File: src/rtl/neuron_pkg.sv
// rtl/neuron_pkg.sv - shared constants and state type for the neuron controller
package neuron_pkg;

  localparam int BITWIDTH_DEF   = 12;
  localparam int NUM_INPUTS_DEF = 16;
  localparam int BW             = BITWIDTH_DEF + 1;
  localparam int WORD_W         = BW + 1;

  typedef enum logic [2:0] {
    S_IDLE,
    S_CLEAR,
    S_RUN,
    S_DRAIN,
    S_CAPTURE,
    S_VALID
  } state_t;

  // Neuron word is BITWIDTH+2 bits: BW = BITWIDTH+1 plus the sign position.
  function automatic int word_width(input int bitwidth);
    return bitwidth + 2;
  endfunction

endpackage

File: src/rtl/neuron_ctrl_if.sv
// rtl/neuron_ctrl_if.sv - command, memory-read, neuron and result signals of the controller
interface neuron_ctrl_if #(
  parameter int ADDR_W = 4,
  parameter int WORD_W = 14
);

  logic              start;
  logic [ADDR_W:0]   len;
  logic              busy;
  logic              rd_en;
  logic [ADDR_W-1:0] rd_addr;
  logic              n_clear;
  logic              n_en;
  logic [WORD_W-1:0] accum;
  logic              out_valid;
  logic              out_ready;
  logic [WORD_W-1:0] out_data;

  modport master (
    input  start, len, accum, out_ready,
    output busy, rd_en, rd_addr, n_clear, n_en, out_valid, out_data
  );

  modport slave (
    output start, len, accum, out_ready,
    input  busy, rd_en, rd_addr, n_clear, n_en, out_valid, out_data
  );

endinterface

File: src/rtl/neuron_ctrl.sv
// rtl/neuron_ctrl.sv - sequences one neuron evaluation: clear, stream L reads, capture result
module neuron_ctrl
  import neuron_pkg::*;
#(
  parameter int BITWIDTH   = BITWIDTH_DEF,
  parameter int NUM_INPUTS = NUM_INPUTS_DEF,
  parameter int ADDR_W     = $clog2(NUM_INPUTS)
) (
  input  logic             clk,
  input  logic             rst,
  neuron_ctrl_if.master    bus
);

  localparam int              DATA_W  = word_width(BITWIDTH);
  localparam logic [ADDR_W:0] MAX_LEN = (ADDR_W+1)'(NUM_INPUTS);
  localparam logic [ADDR_W:0] ONE     = (ADDR_W+1)'(1);

  state_t            state, state_nx;
  logic [ADDR_W:0]   cnt;
  logic [ADDR_W:0]   len_q;
  logic              n_en_q;
  logic [DATA_W-1:0] data_q;

  always_ff @(posedge clk) begin
    if (rst) begin
      state  <= S_IDLE;
      cnt    <= '0;
      len_q  <= '0;
      n_en_q <= 1'b0;
      data_q <= '0;
    end else begin
      state  <= state_nx;
      // Memory read latency is one cycle, so the accumulate strobe trails rd_en.
      n_en_q <= (state == S_RUN);
      case (state)
        S_IDLE:    if (bus.start) len_q <= (bus.len > MAX_LEN) ? MAX_LEN : bus.len;
        S_CLEAR:   cnt    <= '0;
        S_RUN:     cnt    <= cnt + ONE;
        S_CAPTURE: data_q <= bus.accum;
        default:   ;
      endcase
    end
  end

  always_comb begin
    state_nx = state;
    case (state)
      S_IDLE:    if (bus.start) state_nx = S_CLEAR;
      S_CLEAR:   state_nx = (len_q == '0) ? S_CAPTURE : S_RUN;
      S_RUN:     if (cnt + ONE == len_q) state_nx = S_DRAIN;
      S_DRAIN:   state_nx = S_CAPTURE;
      S_CAPTURE: state_nx = S_VALID;
      S_VALID:   if (bus.out_ready) state_nx = S_IDLE;
      default:   state_nx = S_IDLE;
    endcase
  end

  assign bus.busy      = (state != S_IDLE);
  assign bus.rd_en     = (state == S_RUN);
  assign bus.rd_addr   = cnt[ADDR_W-1:0];
  assign bus.n_clear   = (state == S_CLEAR);
  assign bus.n_en      = n_en_q;
  assign bus.out_valid = (state == S_VALID);
  assign bus.out_data  = data_q;

endmodule

File: src/flat_wrapper.sv
// flat-port wrapper written by rule: the top's interface ports become plain ports
module neuron_ctrl_flat import neuron_pkg::*;
#(
  parameter int BITWIDTH   = BITWIDTH_DEF,
  parameter int NUM_INPUTS = NUM_INPUTS_DEF,
  parameter int ADDR_W     = $clog2(NUM_INPUTS)
)
  (clk, rst, bus_start, bus_len, bus_accum, bus_out_ready, bus_busy, bus_rd_en, bus_rd_addr, bus_n_clear, bus_n_en, bus_out_valid, bus_out_data);
  neuron_ctrl_if #(.ADDR_W(ADDR_W), .WORD_W(WORD_W)) bus_i ();
  input  logic clk;
  input  logic rst;
  input wire logic [$bits(bus_i.start)-1:0] bus_start;
  input wire logic [$bits(bus_i.len)-1:0] bus_len;
  input wire logic [$bits(bus_i.accum)-1:0] bus_accum;
  input wire logic [$bits(bus_i.out_ready)-1:0] bus_out_ready;
  output wire logic [$bits(bus_i.busy)-1:0] bus_busy;
  output wire logic [$bits(bus_i.rd_en)-1:0] bus_rd_en;
  output wire logic [$bits(bus_i.rd_addr)-1:0] bus_rd_addr;
  output wire logic [$bits(bus_i.n_clear)-1:0] bus_n_clear;
  output wire logic [$bits(bus_i.n_en)-1:0] bus_n_en;
  output wire logic [$bits(bus_i.out_valid)-1:0] bus_out_valid;
  output wire logic [$bits(bus_i.out_data)-1:0] bus_out_data;
  assign bus_i.start = bus_start;
  assign bus_i.len = bus_len;
  assign bus_i.accum = bus_accum;
  assign bus_i.out_ready = bus_out_ready;
  assign bus_busy = bus_i.busy;
  assign bus_rd_en = bus_i.rd_en;
  assign bus_rd_addr = bus_i.rd_addr;
  assign bus_n_clear = bus_i.n_clear;
  assign bus_n_en = bus_i.n_en;
  assign bus_out_valid = bus_i.out_valid;
  assign bus_out_data = bus_i.out_data;
  neuron_ctrl #(.BITWIDTH(BITWIDTH), .NUM_INPUTS(NUM_INPUTS), .ADDR_W(ADDR_W)) u_core (.clk(clk), .rst(rst), .bus(bus_i));
endmodule
File: config.mk
export PLATFORM = sky130hd
export DESIGN_NAME = neuron_ctrl_flat
export DESIGN_NICKNAME = d
export VERILOG_FILES = /design/src/rtl/neuron_pkg.sv /design/src/rtl/neuron_ctrl_if.sv /design/src/rtl/neuron_ctrl.sv /design/src/flat_wrapper.sv
export SDC_FILE = /design/constraint.sdc
export NUM_CORES = 1
export LEC_CHECK = 0
export CAP_MARGIN = 20
export CORE_MARGIN = 3
export CORE_UTILIZATION = 40
export DETAILED_ROUTE_END_ITERATION = 10
export HOLD_SLACK_MARGIN = 0.03
export PLACE_DENSITY = 0.79
export SLEW_MARGIN = 10
export SYNTH_ARGS = -nofsm -noshare
export SYNTH_HDL_FRONTEND = slang
export SYNTH_SLANG_ARGS = --single-unit
File: constraint.sdc
create_clock -name clk -period 1.6 [get_ports clk]
set_clock_uncertainty 0.2 [all_clocks]
set_input_delay 0.32 -clock clk [delete_from_list [all_inputs] [get_ports clk]]
set_output_delay 0.32 -clock clk [all_outputs]
set_load 0.01 [all_outputs]
==> After elaboration in Yosys (flattened, before gate mapping) <==
Index checks and enable logic that the tools add are counted.
{ "word_totals": {"ramBits": 0, "word_cells": 29, "romBits": 0, "output_inout_bits": 23, "regBits": 28, "latchBits": 0, "n_memories": 0} }
{ "op_classes": {"n_lt_le_gt_ge": 1, "shifts": 0, "n_eq_ne": 9, "mul": 0, "muxes": 7, "n_reduce_logical": 6, "n_addsub": 1, "n_bitwise": 0, "n_div": 0} }
{ "ops": {"columns": ["operator", "count"], "rows": [
  ["$pmux 3 s6", 1],
  ["$mux 3", 4],
  ["$pmux 5 s2", 1],
  ["$eq 3x2->1 const B", 2],
  ["$eq 3x3->1 const B", 2],
  ["$add 5x1->5 const B", 1],
  ["$eq 5x5->1", 1],
  ["$gt 5x5->1 const B", 1],
  ["$logic_not 5->1", 1],
  ["$mux 5", 1],
  ["$ne 2x2->1 const B", 2],
  ["$eq 3x1->1 const B", 1],
  ["$logic_not 3->1", 1],
  ["$reduce_and 3->1", 1],
  ["$reduce_bool 3->1", 1],
  ["$ne 2x1->1 const B", 1],
  ["$reduce_and 2->1", 1],
  ["$reduce_bool 2->1", 1]
]} }

==> Longest topological paths before layout <==
Gate-level depths: netlist (run 1).
{ "depth": {"word_depth": 4, "depth_mapped": 5, "depth_no_buf": 4} }

==> Worst setup path before layout (run 1) <==
Ideal clock, no wire load.
{ "synth_path": {"kind": "reg2reg", "startpoint": "register u_core.state[1]", "endpoint": "register u_core.len_q[4]", "stages_incl_launch_ff": 5, "slack_ns": 0.008, "n_path_buf": 1, "arrival_time_ns": 1.260, "required_time_ns": 1.268, "cell_sequence": "dfxtp_1 buf_4 or4b_2 nand2_1 a21oi_1"} }
{ "synth_between": {"elab_chain_len": 2} }
{ "synth_lines": {"columns": ["element", "line", "source"], "rows": [
  ["from (decl)", "neuron_ctrl.sv:18", "state_t state, state_nx;"],
  ["from (signal assigned)", "neuron_ctrl.sv:32", "state <= state_nx;"],
  ["$logic_not 3->1", "neuron_ctrl.sv:35", "case (state)"],
  ["$reduce_and 2->1 (no line)", null, null],
  ["to (signal assigned)", "neuron_ctrl.sv:36", "S_IDLE: if (bus.start) len_q <= (bus.len > MAX_LEN) ? MAX_LEN : bus.len;"],
  ["to (decl)", "neuron_ctrl.sv:20", "logic [ADDR_W:0] len_q;"]
]} }
Every way passes these cells.
A chain may end at the register's enable or synchronous reset.

==> Worst setup path in the final report (run 1) <==
{ "layout_path": {"startpoint": "register u_core.state[2]", "endpoint": "output port bus_n_clear"} }
{ "layout_between": {"elab_chain_len": 1} }
{ "layout_lines": {"columns": ["element", "line", "source"], "rows": [
  ["$eq 3x1->1", "neuron_ctrl.sv:61", "assign bus.n_clear = (state == S_CLEAR);"],
  ["to (decl)", "flat_wrapper.sv:19", "output wire logic [$bits(bus_i.n_clear)-1:0] bus_n_clear;"]
]} }
Every way passes these cells.

==> results of run 1 <==
[sequential cells by signal, indices dropped and copies added (netlist names)]
register / cells
u_core.state: 3
u_core.bus.out_data: 14
u_core.bus.n_en: 1
u_core.cnt: 5
u_core.len_q: 5
[area by class of cell]
cell class / instances / share of cell area, %
Clock inverter: 1 / 1.37
Multi-Input combinational cell: 116 / 36.6
Timing Repair Buffer: 77 / 31.8
Clock buffer: 3 / 1.03
Tap cell: 44 / 2.51
Sequential cell: 28 / 26.0
Inverter: 4 / 0.685
[stage by stage]
stage | utilization [%] | area [um2]
global placement | 61.1 | 1880
CTS | 65.0 | 2000
floorplan | - | 1310
global route | 71.2 | 2190
detailed placement | 61.1 | 1880
finish | 71.2 | 2190
[power by group]
group / total (mW) / switching, mW / internal, mW / leakage [nW]
Combinational: 0.617 / 0.288 / 0.328 / 0.655
Clock: 0.479 / 0.226 / 0.254 / 0.0279
Sequential: 0.787 / 0.0369 / 0.750 / 0.230
Total: 1.88 / 0.551 / 1.33 / 0.913
[how the worst min path moves through the flow]
stage	slack [ns]	cells after the start	to
floorplan	0.26	2	u_core.len_q[4]
global placement	0.24	2	u_core.bus.out_data[10]
detailed placement	0.25	2	u_core.bus.out_data[11]
CTS	0.26	2	u_core.bus.out_data[11]
global route	0.29	2	u_core.bus.out_data[12]
finish	0.27	2	u_core.bus.out_data[1]
[routing by layer]
layer | part of all wire (%) | vias up | global-route usage (%)
li1 | - | 690 | -
met1 | 39 | 687 | 20.8
met2 | 49 | 70 | 32.4
met3 | 7.3 | 18 | 2.50
met4 | 4.4 | 0 | 12.9
met5 | 0 | - | 0
[Yosys cell counts]
library cell,n
or3b_2,2
xnor3_1,1
dfxtp_1,28
nand2_1,37
a211o_1,2
a211oi_1,1
xnor2_1,5
and4_1,1
nor3b_1,1
xor2_1,1
or3_1,3
nor2_1,3
nor2b_1,1
ha_1,1
a311oi_1,2
buf_4,5
nor3_1,2
nor4b_1,3
nand3_1,5
or4b_2,1
clkbuf_1,6
nand2b_1,1
and2_1,3
nand3b_1,4
and3_1,2
inv_1,4
o22ai_1,1
a32o_1,1
a21oi_1,25
buf_2,3
nand4_1,2
a31oi_1,1
o21ai_0,2
or3b_4,1
[cells by family (layout without fill, tap and decap cells)]
logic type | Yosys count | after routing
xor gates and xnor gates | 7 | 7
AOI/OAI and AO/OA | 35 | 35
and+or+nand+nor | 72 | 73
DFF | 28 | 28
adders and majority gates | 1 | 1
buffers and inverters | 18 | 85
[critical path: cells and delay by family (launching register included)]
kind	cells	cell delay (ns)
simple gates	1	0.42
flops	1	0.39
buf+inv	2	0.16
[repair_timing]
item / in CTS / in global routing
pin swaps: 6 / 15
setup endpoints to repair: 46 / 26
gates resized for setup: 55 / 35
gates cloned: 0 / 2
setup buffers: 6 / 7
==> results.cfg, run 1 <==
[clock_network]
htree_levels = 1
cts_tree = done
cts_hold_buffers = 0
insertion_delay_ns = 0.34
cts_buffer_depth = 2
cts_buffers = 3
cts_root_buf = clkbuf_4
path_clk_slew_ns = 0.16
cts_sinks = 28

[yosys]
synth_compound_area_share_pct = 15.3
synth.top_cells.by_area = dfxtp_1 (43%), nand2_1 (11%), a21oi_1 (9.6%)
synth_nets = 185
syn_avg_cell_area_um2 = 8.14
syn_inst = 161
synth_top_family_by_area = simple AND/OR/NAND/NOR gates
synthAdderAreaFrac_pct = 0.955
synth_area_mm2 = 0.00131
synth_seq_cells = 28
ys_types = 34
synthXorXnorAreaFrac_pct = 5.73
synthMuxAreaShare_pct = 0
synth_top_area_cell = dfxtp_1
synthSimpleGateAreaFrac_pct = 28.4
synth_top_area_share_pct = 42.8
synth_seq_area_share_pct = 42.8
yosysWarnings = 0

[worst_setup_path]
slowest_delay_ns = 0.42
critPathSlowestCell = or3b_4
cp-end-kind = primary output
path_cells = or3b_4 -> inv_2 -> buf_6
reg2reg_slack_ns = -0.16
r2r_end = u_core.cnt[3]
startpoint = u_core.state[2]
crit_end = bus_n_clear
timing.rr.start = u_core.state[1]
critPathLaunchType = register
cp.arrival_ns = 1.32
crit_required_ns = 1.08
path_max_fanout = 4
path_class = reg2out
reg2reg_depth = 5

[sta]
finalMaxSlewViolations = 0
tightest_slew_ns = 0.331
rsz0062_at_grt = true
finalHoldViolCount = 0
slew_headroom_pct = 78.0
min_period_ns = 1.84
layout_setup_ws_ns = -0.239
setup_violations = 26
finalSetupTns_ns = -3.41
whs_ns = 0.269
fmax_ghz = 0.544
fin_crit_sh_pct = 115

[floorplan]
ios = 46
die_h_um = 63.2
fp.dieW_um = 63.2
num_rows = 20
start_util_pct = 42.6
coreArea_mm2 = 0.00308
die-area_mm2 = 0.00400

[run]
drv_cap = 0

[place]
place_ws_ns = -0.373
post-place-cells = 254
port_buffers = 45
hpwl_um = 2480
place.gp.congestion = 0.898

[cells_and_area]
multi_input_area_um2 = 802
n_antenna_cell = 0
n_fill_cell = 218
drive_gt1_share_pct = 34.1
final_cell_mix = nand2_1 (30), buf_4 (23), clkdlybuf4s50_1 (22), dfxtp_1 (22), dlygate4sd2_1 (19)
fin_nets = 254
syn_to_final_growth_pct = 67.3
final_common_cell = nand2_1
register_area_um2 = 571
stdcell_count = 273

[pwr]
irDropWorstVdd_mv = 0.593
finalPower_mw = 1.88
power_density_mw_per_mm2 = 859
cellLeakagePower_nw = 0.913

[grt]
grt_start_max_net_pins = 28
grt-ovfl-total = 0
antenna_found_initial = 0
grt_pass1_vias = 1383
globalRouteTotalUtil_pct = 18.6
grt_first_pass_wirelength_um = 6000

[run_status]
violations = negative setup slack
outcome = finished with violations

[hold_path]
hp-class = reg2reg
hold_start = u_core.bus.out_data[1]

[routing]
ant_nets = 0
viasPerCell = 5.37
vias = 1465
dr.pass1.iters = 4
routed_wl_um = 4180
dr.first_iter.drc_count = 84
post-route-drc-count = 0
drt-wirelength-per-cell_um = 15.3
(Power assumes the default switching activity.)
==> run 2, diff against run 1 <==
--- a/config.mk
+++ b/config.mk
@@ -11,7 +11,7 @@
 export DETAILED_ROUTE_END_ITERATION = 10
 export HOLD_SLACK_MARGIN = 0.03
 export PLACE_DENSITY = 0.79
-export SLEW_MARGIN = 10
+export SLEW_MARGIN = 20
 export SYNTH_ARGS = -nofsm -noshare
 export SYNTH_HDL_FRONTEND = slang
 export SYNTH_SLANG_ARGS = --single-unit
==> results of run 2 <==
The final DEF is identical to that of run 1; final timing and power are the same.
==> run 3, diff against run 2 <==
--- a/config.mk
+++ b/config.mk
@@ -11,6 +11,7 @@
 export DETAILED_ROUTE_END_ITERATION = 10
 export HOLD_SLACK_MARGIN = 0.03
 export PLACE_DENSITY = 0.79
+export SETUP_SLACK_MARGIN = 0.3
 export SLEW_MARGIN = 20
 export SYNTH_ARGS = -nofsm -noshare
 export SYNTH_HDL_FRONTEND = slang
==> results.cfg, run 3 (synthesized netlist as in run 1, its figures left out) <==
[cells_and_area]
syn_to_final_growth_pct = 90.6
n_antenna_cell = 0
drive_gt1_share_pct = 60.7
final_common_cell = buf_6
final_cell_mix = buf_6 (37), buf_4 (29), clkdlybuf4s50_1 (22)
utilization_pct = 81.1
largest_register_ffs = 14
n_fill_cell = 168
fin_nets = 267

[hold_path]
hp-class = reg2reg
hold_start = u_core.bus.out_data[12]

[clock_network]
path_clk_slew_ns = 0.16
cts_buffers = 3
cts_buffer_depth = 2
htree_levels = 1
cts_sinks = 28
cts_tree = done
cts_hold_buffers = 0
insertion_delay_ns = 0.34
cts_root_buf = clkbuf_4

[sta]
fin_crit_sh_pct = 117
rsz0062_at_grt = true
fmax_ghz = 0.536
finalMaxSlewViolations = 0
layout_setup_ws_ns = -0.265
setup_violations = 28
finalSetupTns_ns = -5.54
slew_headroom_pct = 72.5
tightest_slew_ns = 0.410
min_period_ns = 1.86
finalHoldViolCount = 0

[worst_setup_path]
path_cells = buf_6 -> buf_4 -> buf_8 -> nor4b_4 -> buf_4 -> and4_1 -> a32o_1
path_class = reg2reg
startpoint = u_core.state[0]
path_max_fanout = 6
timing.rr.start = u_core.state[0]
critPathSlowestCell = dfxtp_2
crit_top_cell = buf_4
cp-end-kind = register
slowest_delay_ns = 0.37
critPathLaunchType = register
cp.arrival_ns = 1.95
crit_required_ns = 1.69

[place]
port_buffers = 45
place.gp.congestion = 0.883
hpwl_um = 2560
place_ws_ns = -0.287

[floorplan]
num_rows = 20
die-area_mm2 = 0.00400
fp.dieW_um = 63.2
start_util_pct = 42.6
die_h_um = 63.2
coreArea_mm2 = 0.00308
ios = 46

[pwr]
cellLeakagePower_nw = 0.975
power_density_mw_per_mm2 = 811
finalPower_mw = 2.03
irDropWorstVdd_mv = 0.570

[grt]
grt_pass1_vias = 1462
grt-ovfl-total = 0
grt_start_max_net_pins = 28
antenna_found_initial = 0
grt_first_pass_wirelength_um = 6960
globalRouteTotalUtil_pct = 21.6

[run_status]
outcome = finished with violations
violations = negative setup slack

[routing]
vias = 1578
drt-wirelength-per-cell_um = 18.7
dr.pass1.iters = 5
routed_wl_um = 5340
post-route-drc-count = 0
ant_nets = 0
viasPerCell = 5.52
dr.first_iter.drc_count = 123

[run]
drv_cap = 0
==> run 3: final timing paths <==
| check | slack (ns) | end | cells after the start |
|---|---|---|---|
| min reg2reg | 0.29 | u_core.bus.out_data[12] | 2 |
| max reg2reg | -0.26 | u_core.state[0] | 7 |
| min | 0.29 | u_core.bus.out_data[12] | 2 |
| max | -0.26 | u_core.state[0] | 7 |
==> run 3: metal layers <==
metal	track usage, %	vias to the layer above	part of all wire, %
li1	-	719	-
met1	24.8	734	39
met2	40.7	92	49
met3	3.21	33	6.7
met4	6.47	0	5.3
met5	0	-	0
==> run 3: cell type report <==
cell class / count / area, um2 / area share, %
multi-input combinational: 116 / 905 / 36.2
sequential: 28 / 601 / 24.0
clock buffer: 4 / 47.5 / 1.90
inverter: 4 / 15.0 / 0.601
timing repair buffer: 90 / 875 / 35.0
tap: 44 / 55.1 / 2.20
==> run 3: repair_timing <==
item,4_1_cts,5_1_grt
setup buffers,11,16
cloned,2,0
endpoints found under the setup margin,51,51
gates resized for setup,169,37
pin swaps,22,17
==> run 3: worst max-delay path: cells and delay by family, from the launching register on <==
family	cells	cell delay [ns]
compound gates	1	0.19
buf+inv	4	0.55
simple gates	2	0.50
flops	1	0.37
==> run 3: power breakdown <==
part	total, mW	internal, mW	switching, mW	leakage [nW]
Clock	0.414	0.191	0.223	0.0261
Sequential	0.799	0.751	0.0479	0.239
Combinational	0.813	0.448	0.365	0.709
Total	2.03	1.39	0.635	0.975
==> run 3: metrics by stage <==
step | hold WS, ns | instances | instance area [um2]
floorplan | 0.256 | 161 | 1400
global placement | 0.243 | 253 | 1920
detailed placement | 0.247 | 253 | 1920
CTS | 0.281 | 270 | 2240
global route | 0.307 | 286 | 2500
finish | 0.287 | 286 | 2500
